<file path="src/rtl/ddr2_idelay_rst_seq.sv">
`default_nettype none
// ============================================================================
// Module   : ddr2_idelay_rst_seq
// Brief    : IDELAYCTRL reset sequencer. Pulses RST after PLL lock, qualifies
//            RDY, retries on timeout or RDY loss, and releases PHY init.
// Revision : 1.0 - initial release
// ============================================================================
module ddr2_idelay_rst_seq #(
  parameter int RST_CYCLES     = 16,
  parameter int TIMEOUT_CYCLES = 4096,
  parameter int STABLE_CYCLES  = 8,
  parameter int MAX_RETRY      = 3
) (
  input  logic       clk200,
  input  logic       rst200,
  input  logic       pll_locked,
  input  logic       idelay_ctrl_rdy,
  output logic       idelayctrl_rst,
  output logic       phy_init_en,
  output logic [2:0] retry_cnt,
  output logic       fail
);

  localparam int c_tmo_w = $clog2(TIMEOUT_CYCLES + 1);

  localparam logic [7:0]         c_hold_last  = 8'(RST_CYCLES - 1);
  localparam logic [7:0]         c_stab_done  = 8'(STABLE_CYCLES);
  localparam logic [c_tmo_w-1:0] c_tmo_last   = c_tmo_w'(TIMEOUT_CYCLES - 1);
  localparam logic [2:0]         c_retry_max  = 3'(MAX_RETRY);

  typedef enum logic [2:0] {
    S_IDLE     = 3'd0,
    S_HOLD     = 3'd1,
    S_WAIT_RDY = 3'd2,
    S_DONE     = 3'd3,
    S_FAIL     = 3'd4
  } state_t;

  state_t               r_state;
  logic                 r_lock_meta;
  logic                 r_lock_s;
  logic                 r_rdy_meta;
  logic                 r_rdy_s;
  logic                 r_idelayctrl_rst;
  logic                 r_phy_init_en;
  logic [2:0]           r_retry_cnt;
  logic                 r_fail;
  logic [7:0]           r_hold_cnt;
  logic [7:0]           r_stab_cnt;
  logic [c_tmo_w-1:0]   r_tmo_cnt;
  logic                 w_can_retry;

  assign w_can_retry = (r_retry_cnt < c_retry_max);

  // Both inputs are asynchronous to clk200; only the second stages are used.
  always_ff @(posedge clk200 or posedge rst200) begin
    if (rst200) begin
      r_lock_meta <= 1'b0;
      r_lock_s    <= 1'b0;
      r_rdy_meta  <= 1'b0;
      r_rdy_s     <= 1'b0;
    end else begin
      r_lock_meta <= pll_locked;
      r_lock_s    <= r_lock_meta;
      r_rdy_meta  <= idelay_ctrl_rdy;
      r_rdy_s     <= r_rdy_meta;
    end
  end

  always_ff @(posedge clk200 or posedge rst200) begin
    if (rst200) begin
      r_state          <= S_IDLE;
      r_idelayctrl_rst <= 1'b1;
      r_phy_init_en    <= 1'b0;
      r_retry_cnt      <= 3'd0;
      r_fail           <= 1'b0;
      r_hold_cnt       <= 8'd0;
      r_stab_cnt       <= 8'd0;
      r_tmo_cnt        <= '0;
    end else begin
      case (r_state)
        S_IDLE: begin
          r_idelayctrl_rst <= 1'b1;
          r_phy_init_en    <= 1'b0;
          if (r_lock_s) begin
            r_state    <= S_HOLD;
            r_hold_cnt <= 8'd0;
          end
        end

        S_HOLD: begin
          if (!r_lock_s) begin
            r_state          <= S_IDLE;
            r_idelayctrl_rst <= 1'b1;
            r_phy_init_en    <= 1'b0;
          end else if (r_hold_cnt == c_hold_last) begin
            r_state          <= S_WAIT_RDY;
            r_idelayctrl_rst <= 1'b0;
            r_tmo_cnt        <= '0;
            r_stab_cnt       <= 8'd0;
          end else begin
            r_hold_cnt <= r_hold_cnt + 1'b1;
          end
        end

        // Qualification is checked before the timeout so a same-cycle tie
        // still releases the PHY.
        S_WAIT_RDY: begin
          if (!r_lock_s) begin
            r_state          <= S_IDLE;
            r_idelayctrl_rst <= 1'b1;
            r_phy_init_en    <= 1'b0;
          end else if (r_stab_cnt == c_stab_done) begin
            r_state       <= S_DONE;
            r_phy_init_en <= 1'b1;
          end else if (r_tmo_cnt == c_tmo_last) begin
            r_idelayctrl_rst <= 1'b1;
            r_phy_init_en    <= 1'b0;
            if (w_can_retry) begin
              r_state     <= S_HOLD;
              r_hold_cnt  <= 8'd0;
              r_retry_cnt <= r_retry_cnt + 1'b1;
            end else begin
              r_state <= S_FAIL;
              r_fail  <= 1'b1;
            end
          end else begin
            r_tmo_cnt  <= r_tmo_cnt + 1'b1;
            r_stab_cnt <= r_rdy_s ? (r_stab_cnt + 1'b1) : 8'd0;
          end
        end

        S_DONE: begin
          if (!r_lock_s) begin
            r_state          <= S_IDLE;
            r_idelayctrl_rst <= 1'b1;
            r_phy_init_en    <= 1'b0;
          end else if (!r_rdy_s) begin
            r_idelayctrl_rst <= 1'b1;
            r_phy_init_en    <= 1'b0;
            if (w_can_retry) begin
              r_state     <= S_HOLD;
              r_hold_cnt  <= 8'd0;
              r_retry_cnt <= r_retry_cnt + 1'b1;
            end else begin
              r_state <= S_FAIL;
              r_fail  <= 1'b1;
            end
          end
        end

        // Terminal until rst200; lock changes are deliberately ignored.
        S_FAIL: begin
          r_idelayctrl_rst <= 1'b1;
          r_phy_init_en    <= 1'b0;
          r_fail           <= 1'b1;
        end

        default: begin
          r_state          <= S_IDLE;
          r_idelayctrl_rst <= 1'b1;
          r_phy_init_en    <= 1'b0;
        end
      endcase
    end
  end

  assign idelayctrl_rst = r_idelayctrl_rst;
  assign phy_init_en    = r_phy_init_en;
  assign retry_cnt      = r_retry_cnt;
  assign fail           = r_fail;

endmodule
`default_nettype wire

</file>
<file path="config.mk">
export PLATFORM = sky130hd
export DESIGN_NAME = ddr2_idelay_rst_seq
export DESIGN_NICKNAME = d
export VERILOG_FILES = /design/src/rtl/ddr2_idelay_rst_seq.sv
export SDC_FILE = /design/constraint.sdc
export NUM_CORES = 1
export LEC_CHECK = 0
export ABC_AREA = 1
export CORE_ASPECT_RATIO = 1.1
export CORE_MARGIN = 1.5
export CORE_UTILIZATION = 50
export CTS_CLUSTER_DIAMETER = 80
export DETAILED_ROUTE_END_ITERATION = 16
export GPL_TIMING_DRIVEN = 0
export PLACE_DENSITY = 0.7
export SLEW_MARGIN = 20
export SYNTH_ARGS = -nofsm -noshare
export SYNTH_HDL_FRONTEND = slang
export SYNTH_SLANG_ARGS = --single-unit
</file>
<file path="constraint.sdc">
create_clock -name clk200 -period 1.45 [get_ports clk200]
set_input_delay 0.145 -clock clk200 [delete_from_list [all_inputs] [get_ports clk200]]
set_output_delay 0.145 -clock clk200 [all_outputs]
set_load 0.005 [all_outputs]
</file>
; Yosys cells after proc, flatten, opt, wreduce, memory -nomap -nowiden
; Index checks and enable logic that the tools add are counted.
; Widths: inputs -> output; s select.
[totals]
mem_bits_ro = 0
inputBits = 4
mem_bits_rw = 0
latch_bits = 0
elab_cells = 115
reg_bits = 42
n_memories = 0
[op_classes]
n_shift = 0
div = 0
mux = 62
bitwise_logic = 1
n_reduce_logical = 12
add_sub_neg = 4
n_eq_ne = 23
magnitude_cmp = 1
mul = 0
[ops]
columns = operator, count
row1 = $mux 8, 15
row2 = $mux 13, 5
row3 = $mux 3, 15
row4 = $pmux 8 s4, 1
row5 = $pmux 13 s2, 1
row6 = $ne 2x2->1 const B, 11
row7 = $mux 1, 19
row8 = $reduce_and 6->1, 3
row9 = $add 8x1->8 const B, 2
row10 = $eq 8x4->1 const B, 2
row11 = $pmux 8 s2, 1
row12 = $pmux 3 s5, 1
row13 = $add 13x1->13 const B, 1
row14 = $eq 13x12->1 const B, 1
row15 = $ne 3x3->1 const B, 4
row16 = $pmux 1 s3, 3
row17 = $reduce_and 9->1, 1
row18 = $eq 3x2->1 const B, 2
row19 = $pmux 3 s2, 1
row20 = $reduce_and 5->1, 1
row21 = $ne 4x4->1 const B, 1
row22 = $reduce_and 4->1, 1
row23 = $reduce_bool 2->1, 2
row24 = $reduce_bool 4->1, 1
row25 = 8 further kinds, 8

; Longest topological paths before layout
; Gate-level depths: netlist of run 1.
[logic_depth]
ltp_word = 6
mapped_depth = 13

; Worst setup path after synthesis of run 1
; No wires, ideal clock.
[synth_path]
kind = flip-flop to flip-flop
from = register r_stab_cnt[0]
to = register r_tmo_cnt[5]
required_time_ns = 1.332
path_buffers = 1
t_arrival_ns = 1.428
setup_slack_ns = -0.095
path_stages_with_launch = 14
setup_ns = 0.118
cell_sequence = dfrtp_1 -> inv_1 -> ha_1 -> nand2_1 -> inv_1 -> nand2_1 -> nor2_2 -> nand2_1 -> inv_1 -> nor2_1 -> nand2_4 -> buf_8 -> nand2_1 -> o21ai_2
[synth_via]
elab_chain_cells = 3
[synth_rtl]
columns = item, line_no
row1 = from (decl), 49  ; logic [7:0] r_stab_cnt;
row2 = from (signal assigned), 129  ; r_stab_cnt <= r_rdy_s ? (r_stab_cnt + 1'b1) : 8'd0;
row3 = $eq 8x4->1, 113  ; end else if (r_stab_cnt == c_stab_done) begin
row4 = $ne 2x2->1 (no source line), n/a
row5 = $reduce_and 6->1 (no source line), n/a
row6 = to (signal assigned), 128  ; r_tmo_cnt <= r_tmo_cnt + 1'b1;
row7 = to (decl), 50  ; logic [c_tmo_w-1:0] r_tmo_cnt;
; No other way between the ends.
; A chain may end at the register's enable or synchronous reset.

; Worst setup path after layout of run 1
[layout_path]
from = register r_stab_cnt[0]
to = register r_stab_cnt[3]
[layout_via]
elab_chain_cells = 6
elab_cells_between_ends = 9
[layout_rtl]
columns = item, line_no
row1 = $add 8x1->8, 129
row2 = $mux 8, 129
row3 = $mux 8, 116  ; end else if (r_tmo_cnt == c_tmo_last) begin
row4 = $mux 8, 113
row5 = $mux 8, 109  ; if (!r_lock_s) begin
row6 = $pmux 8 s2, 81  ; case (r_state)
; Parallel ways exist; a longest one is shown, timed or not. The select of a mux whose other input is x is not followed.

==> results.py, run 1 <==
metrics = {
    "power_and_ir_drop": {
        "peakVddDrop_v": 0.00100,
        "static-leakage-power_uw": 0.00165,
        "powerDensity_mw_per_mm2": 1360,
        "finalPower_uw": 4510,
    },
    "final_layout": {
        "layout.core_utilization_pct": 70.0,
        "mostFrequentLayoutCells": "sky130_fd_sc_hd__nand2_1 (100), sky130_fd_sc_hd__dfrtp_1 (41), sky130_fd_sc_hd__nor2_1 (30)",
        "layout.nets": 392,
        "commonest_non_fill_non_tap_cell_in_the_layout": "sky130_fd_sc_hd__nand2_1",
        "postLayoutCellArea_mm2": 0.00332,
        "num_antenna_cells": 0,
        "drive_above_1_share_pct": 29.0,
        "final_cell_count_no_fill": 439,
        "area_growth_pct": 32.0,
    },
    "critical_path": {
        "worst_ep_required_time_ns": 1.68,
        "critPathTopFamily": "simple AND/OR/NAND/NOR gates",
        "crit_arrival_ns": 1.96,
        "worstPathMaxFanout": 5,
        "timing.critical_path.slowest_cell_delay_ns": 0.39,
        "critPathLaunchType": "flop",
        "endpoint_kind": "flop",
        "worstPathBufferInverterCount": 5,
        "worstPathCellList": "inv_1 -> ha_2 -> nand2_1 -> inv_1 -> nand2_2 -> nor2_4 -> nand2_2 -> inv_2 -> nor2_4 -> nand2_4 -> buf_12 -> clkbuf_16 -> nand2_1 -> o21ai_2",
        "crit_slowest_cell": "sky130_fd_sc_hd__dfrtp_1",
        "crit_type": "reg2reg",
    },
    "route": {
        "remaining_drc_errors": 0,
        "drt_pass1_iterations": 4,
        "avgRoutedWirePerCell_um": 13.3,
        "routed_wl_um": 5830,
        "postRouteAntennaNets": 0,
        "drc_violation_total_after_the_first_tritonroute_iteration": 102,
        "route.detailed.vias_per_inst": 5.24,
        "detailroute.via_count": 2299,
    },
    "place": {
        "gp_congestion": 0.798,
        "placement.io_buffers": 9,
        "hpwl_um": 3540,
        "dpl_cell_area_mm2": 0.00271,
        "placed_cells": 399,
    },
    "timing": {
        "post-route-period-util_pct": 120,
        "skew_ns": 0.0144,
        "setup_viol": 38,
        "timing.final.hold_violations": 0,
        "maxClockFrequency_mhz": 576,
        "hold_ws_ns": 0.155,
        "final-max-slew-violation-count": 0,
        "rsz0062_at_grt": "true",
        "timing.final.ws_setup_ns": -0.286,
        "worst_slew_margin_rel_pct": 66.6,
        "worst-slew-pin-transition_ns": 0.501,
        "period_needed_ns": 1.74,
    },
    "die": {
        "design.die.area_mm2": 0.00547,
        "floorplan.core_area_mm2": 0.00475,
        "floorplan.io_pins": 10,
        "effective_utilization_at_floorplan_pct": 53.0,
        "die-height_um": 77.4,
        "die_width_um": 70.7,
        "placementRows": 26,
    },
    "grt": {
        "grt_pass1_wl_um": 9970,
        "grt_util_all_layers_pct": 22.5,
        "antenna_found_initial": 0,
        "grt_max_degree": 26,
        "globalRoute.totalOverflow": 0,
        "grt_pass1_vias": 2296,
    },
    "run": {
        "drv.max_cap_violation_count": 0,
    },
    "outcome": {
        "run_status": "finished, violations left",
        "failed_checks": "setup timing",
    },
    "yosys": {
        "post_synth_main_area_contributors": "sky130_fd_sc_hd__dfrtp_1 (41%), sky130_fd_sc_hd__nand2_1 (17%), sky130_fd_sc_hd__nand3_1 (5.6%)",
        "yosysUniqueCellTypes": 34,
        "ys_warn_count": 0,
        "netlist.top_cell.by_area": "sky130_fd_sc_hd__dfrtp_1",
        "number_of_instances_in_the_synthesized_netlist": 333,
        "synth_sequential_area_ratio_pct": 41.8,
        "syn_area_per_cell_um2": 7.56,
        "postSynthRegisterBits": 42,
        "netlist_area_mm2": 0.00252,
        "synth_top_area_share_pct": 40.7,
        "mappedNetlistNets": 342,
    },
    "cts": {
        "worstSkewPairLatency_ns": 0.30,
        "clkTransAtPathRegs_ns": 0.08,
        "ctsRootBufferMaster": "sky130_fd_sc_hd__clkbuf_8",
        "cts-htree-levels": 2,
        "cts_max_path_buffers": 2,
        "hold_buffer_count_at_cts": 0,
        "clock_tree_from_tritoncts": "yes",
        "cts-buffers-inserted": 5,
        "cts.sinks": 42,
    },
    "hold_path": {
        "min_path_type": "in2async",
    },
}
[repair_timing]
| action | 4_1_cts | 5_1_grt |
|---|---|---|
| gates resized for setup | 36 | 19 |
| buffers inserted | 30 | 4 |
| setup endpoints to repair | 39 | 38 |
| pin swaps | 19 | 12 |
| cloned | 2 | 1 |
| endpoints found under the hold margin | 0 | 0 |
[worst register-to-register path, stage by stage (launching register included)]
cell and delay, ns:
sky130_fd_sc_hd__dfrtp_1 0.39, sky130_fd_sc_hd__inv_1 0.06, sky130_fd_sc_hd__ha_2 0.16, sky130_fd_sc_hd__nand2_1 0.07
sky130_fd_sc_hd__inv_1 0.08, sky130_fd_sc_hd__nand2_2 0.06, sky130_fd_sc_hd__nor2_4 0.13, sky130_fd_sc_hd__nand2_2 0.08
sky130_fd_sc_hd__inv_2 0.08, sky130_fd_sc_hd__nor2_4 0.04, sky130_fd_sc_hd__nand2_4 0.11, sky130_fd_sc_hd__buf_12 0.12
sky130_fd_sc_hd__clkbuf_16 0.14, sky130_fd_sc_hd__nand2_1 0.07, sky130_fd_sc_hd__o21ai_2 0.07
[per-layer routing]
metal	track usage, %	wire [um]	vias to the layer above
met3	4.16	158	12
met2	38.9	2880	37
met5	0	0	-
met4	7.17	107	0
li1	-	-	1167
met1	28.4	2690	1083
[cells by family after synthesis]
family	share of synthesized area (%)
buffers and inverters	7.00
and+or+nand+nor	36.7
adders and majority gates	2.48
AOI/OAI and AO/OA	9.29
DFF	41.8
xor gates and xnor gates	2.78
[synth_stat cells (all sizes together)]
| cell | count |
|---|---|
| o211ai | 1 |
| a21oi | 4 |
| nor3b | 1 |
| nand2 | 119 |
| o31ai | 1 |
| inv | 31 |
| o21ai | 21 |
| o21bai | 4 |
| nor2 | 40 |
| or2 | 3 |
| dfrtp | 41 |
| xor2 | 7 |
| nand3 | 29 |
| buf | 5 |
| xnor2 | 1 |
| ha | 5 |
| nand4 | 12 |
| clkbuf | 2 |
| a21boi | 1 |
| nor3 | 2 |
| nand3b | 2 |
| dfstp | 1 |
[path summary, 6_finish.rpt]
kind,start,endpoint,slack (ns),depth (start not counted)
worst max-delay path,r_stab_cnt[0],r_stab_cnt[3],-0.29,14
worst min-delay path,rst200,r_tmo_cnt[7],0.15,2
worst max register to register,r_stab_cnt[0],r_stab_cnt[3],-0.29,14
worst min register to register,r_rdy_meta,r_rdy_s,0.35,0
max in group asynchronous,rst200,r_tmo_cnt[10],0.84,3
min in group clk200,idelay_ctrl_rdy,r_rdy_meta,0.28,1
[through the flow]
| stage | setup TNS, ns | setup WS, ns |
|---|---|---|
| after floorplan | -1.09 | -0.0477 |
| after global placement | -30.79 | -0.542 |
| after detailed placement | -9.22 | -0.327 |
| after CTS | -5.59 | -0.176 |
| after global routing | -11.35 | -0.367 |
| final | -8.40 | -0.286 |
[flip-flops by register name (all words and copies together) (netlist names), 3 cells and up]
name        flops
retry_cnt       3
r_hold_cnt      8
r_state         3
r_tmo_cnt      13
r_stab_cnt      8
[layout make-up]
class / count / area (um2)
plain buffers: 7 / 68.8
clock buffers: 5 / 68.8
clock inverters: 2 / 10.0
fillers: 353 / 1430
inverters: 31 / 121
multi-input cells: 253 / 1470
flip-flops and latches: 42 / 1050
well taps: 56 / 70.1
repair buffers: 43 / 467
[power by group]
| part | internal [uW] | switching, uW |
|---|---|---|
| logic | 1070 | 1200 |
| clock network | 324 | 407 |
| registers | 1360 | 151 |
Note: power is estimated with default switching activity, not from simulation.
==> inputs of run 2 (changes only) <==
--- a/config.mk
+++ b/config.mk
@@ -6,6 +6,8 @@
 export NUM_CORES = 1
 export LEC_CHECK = 0
 export ABC_AREA = 1
+export ABC_CLOCK_PERIOD_IN_PS = 1450
+export CAP_MARGIN = 25
 export CORE_ASPECT_RATIO = 1.1
 export CORE_MARGIN = 1.5
 export CORE_UTILIZATION = 50
@@ -13,7 +15,7 @@
 export DETAILED_ROUTE_END_ITERATION = 16
 export GPL_TIMING_DRIVEN = 0
 export PLACE_DENSITY = 0.7
-export SLEW_MARGIN = 20
+export SLEW_MARGIN = 10
 export SYNTH_ARGS = -nofsm -noshare
 export SYNTH_HDL_FRONTEND = slang
 export SYNTH_SLANG_ARGS = --single-unit
==> results of run 2 <==
No change in the layout: final DEF, timing and power equal those of run 1.
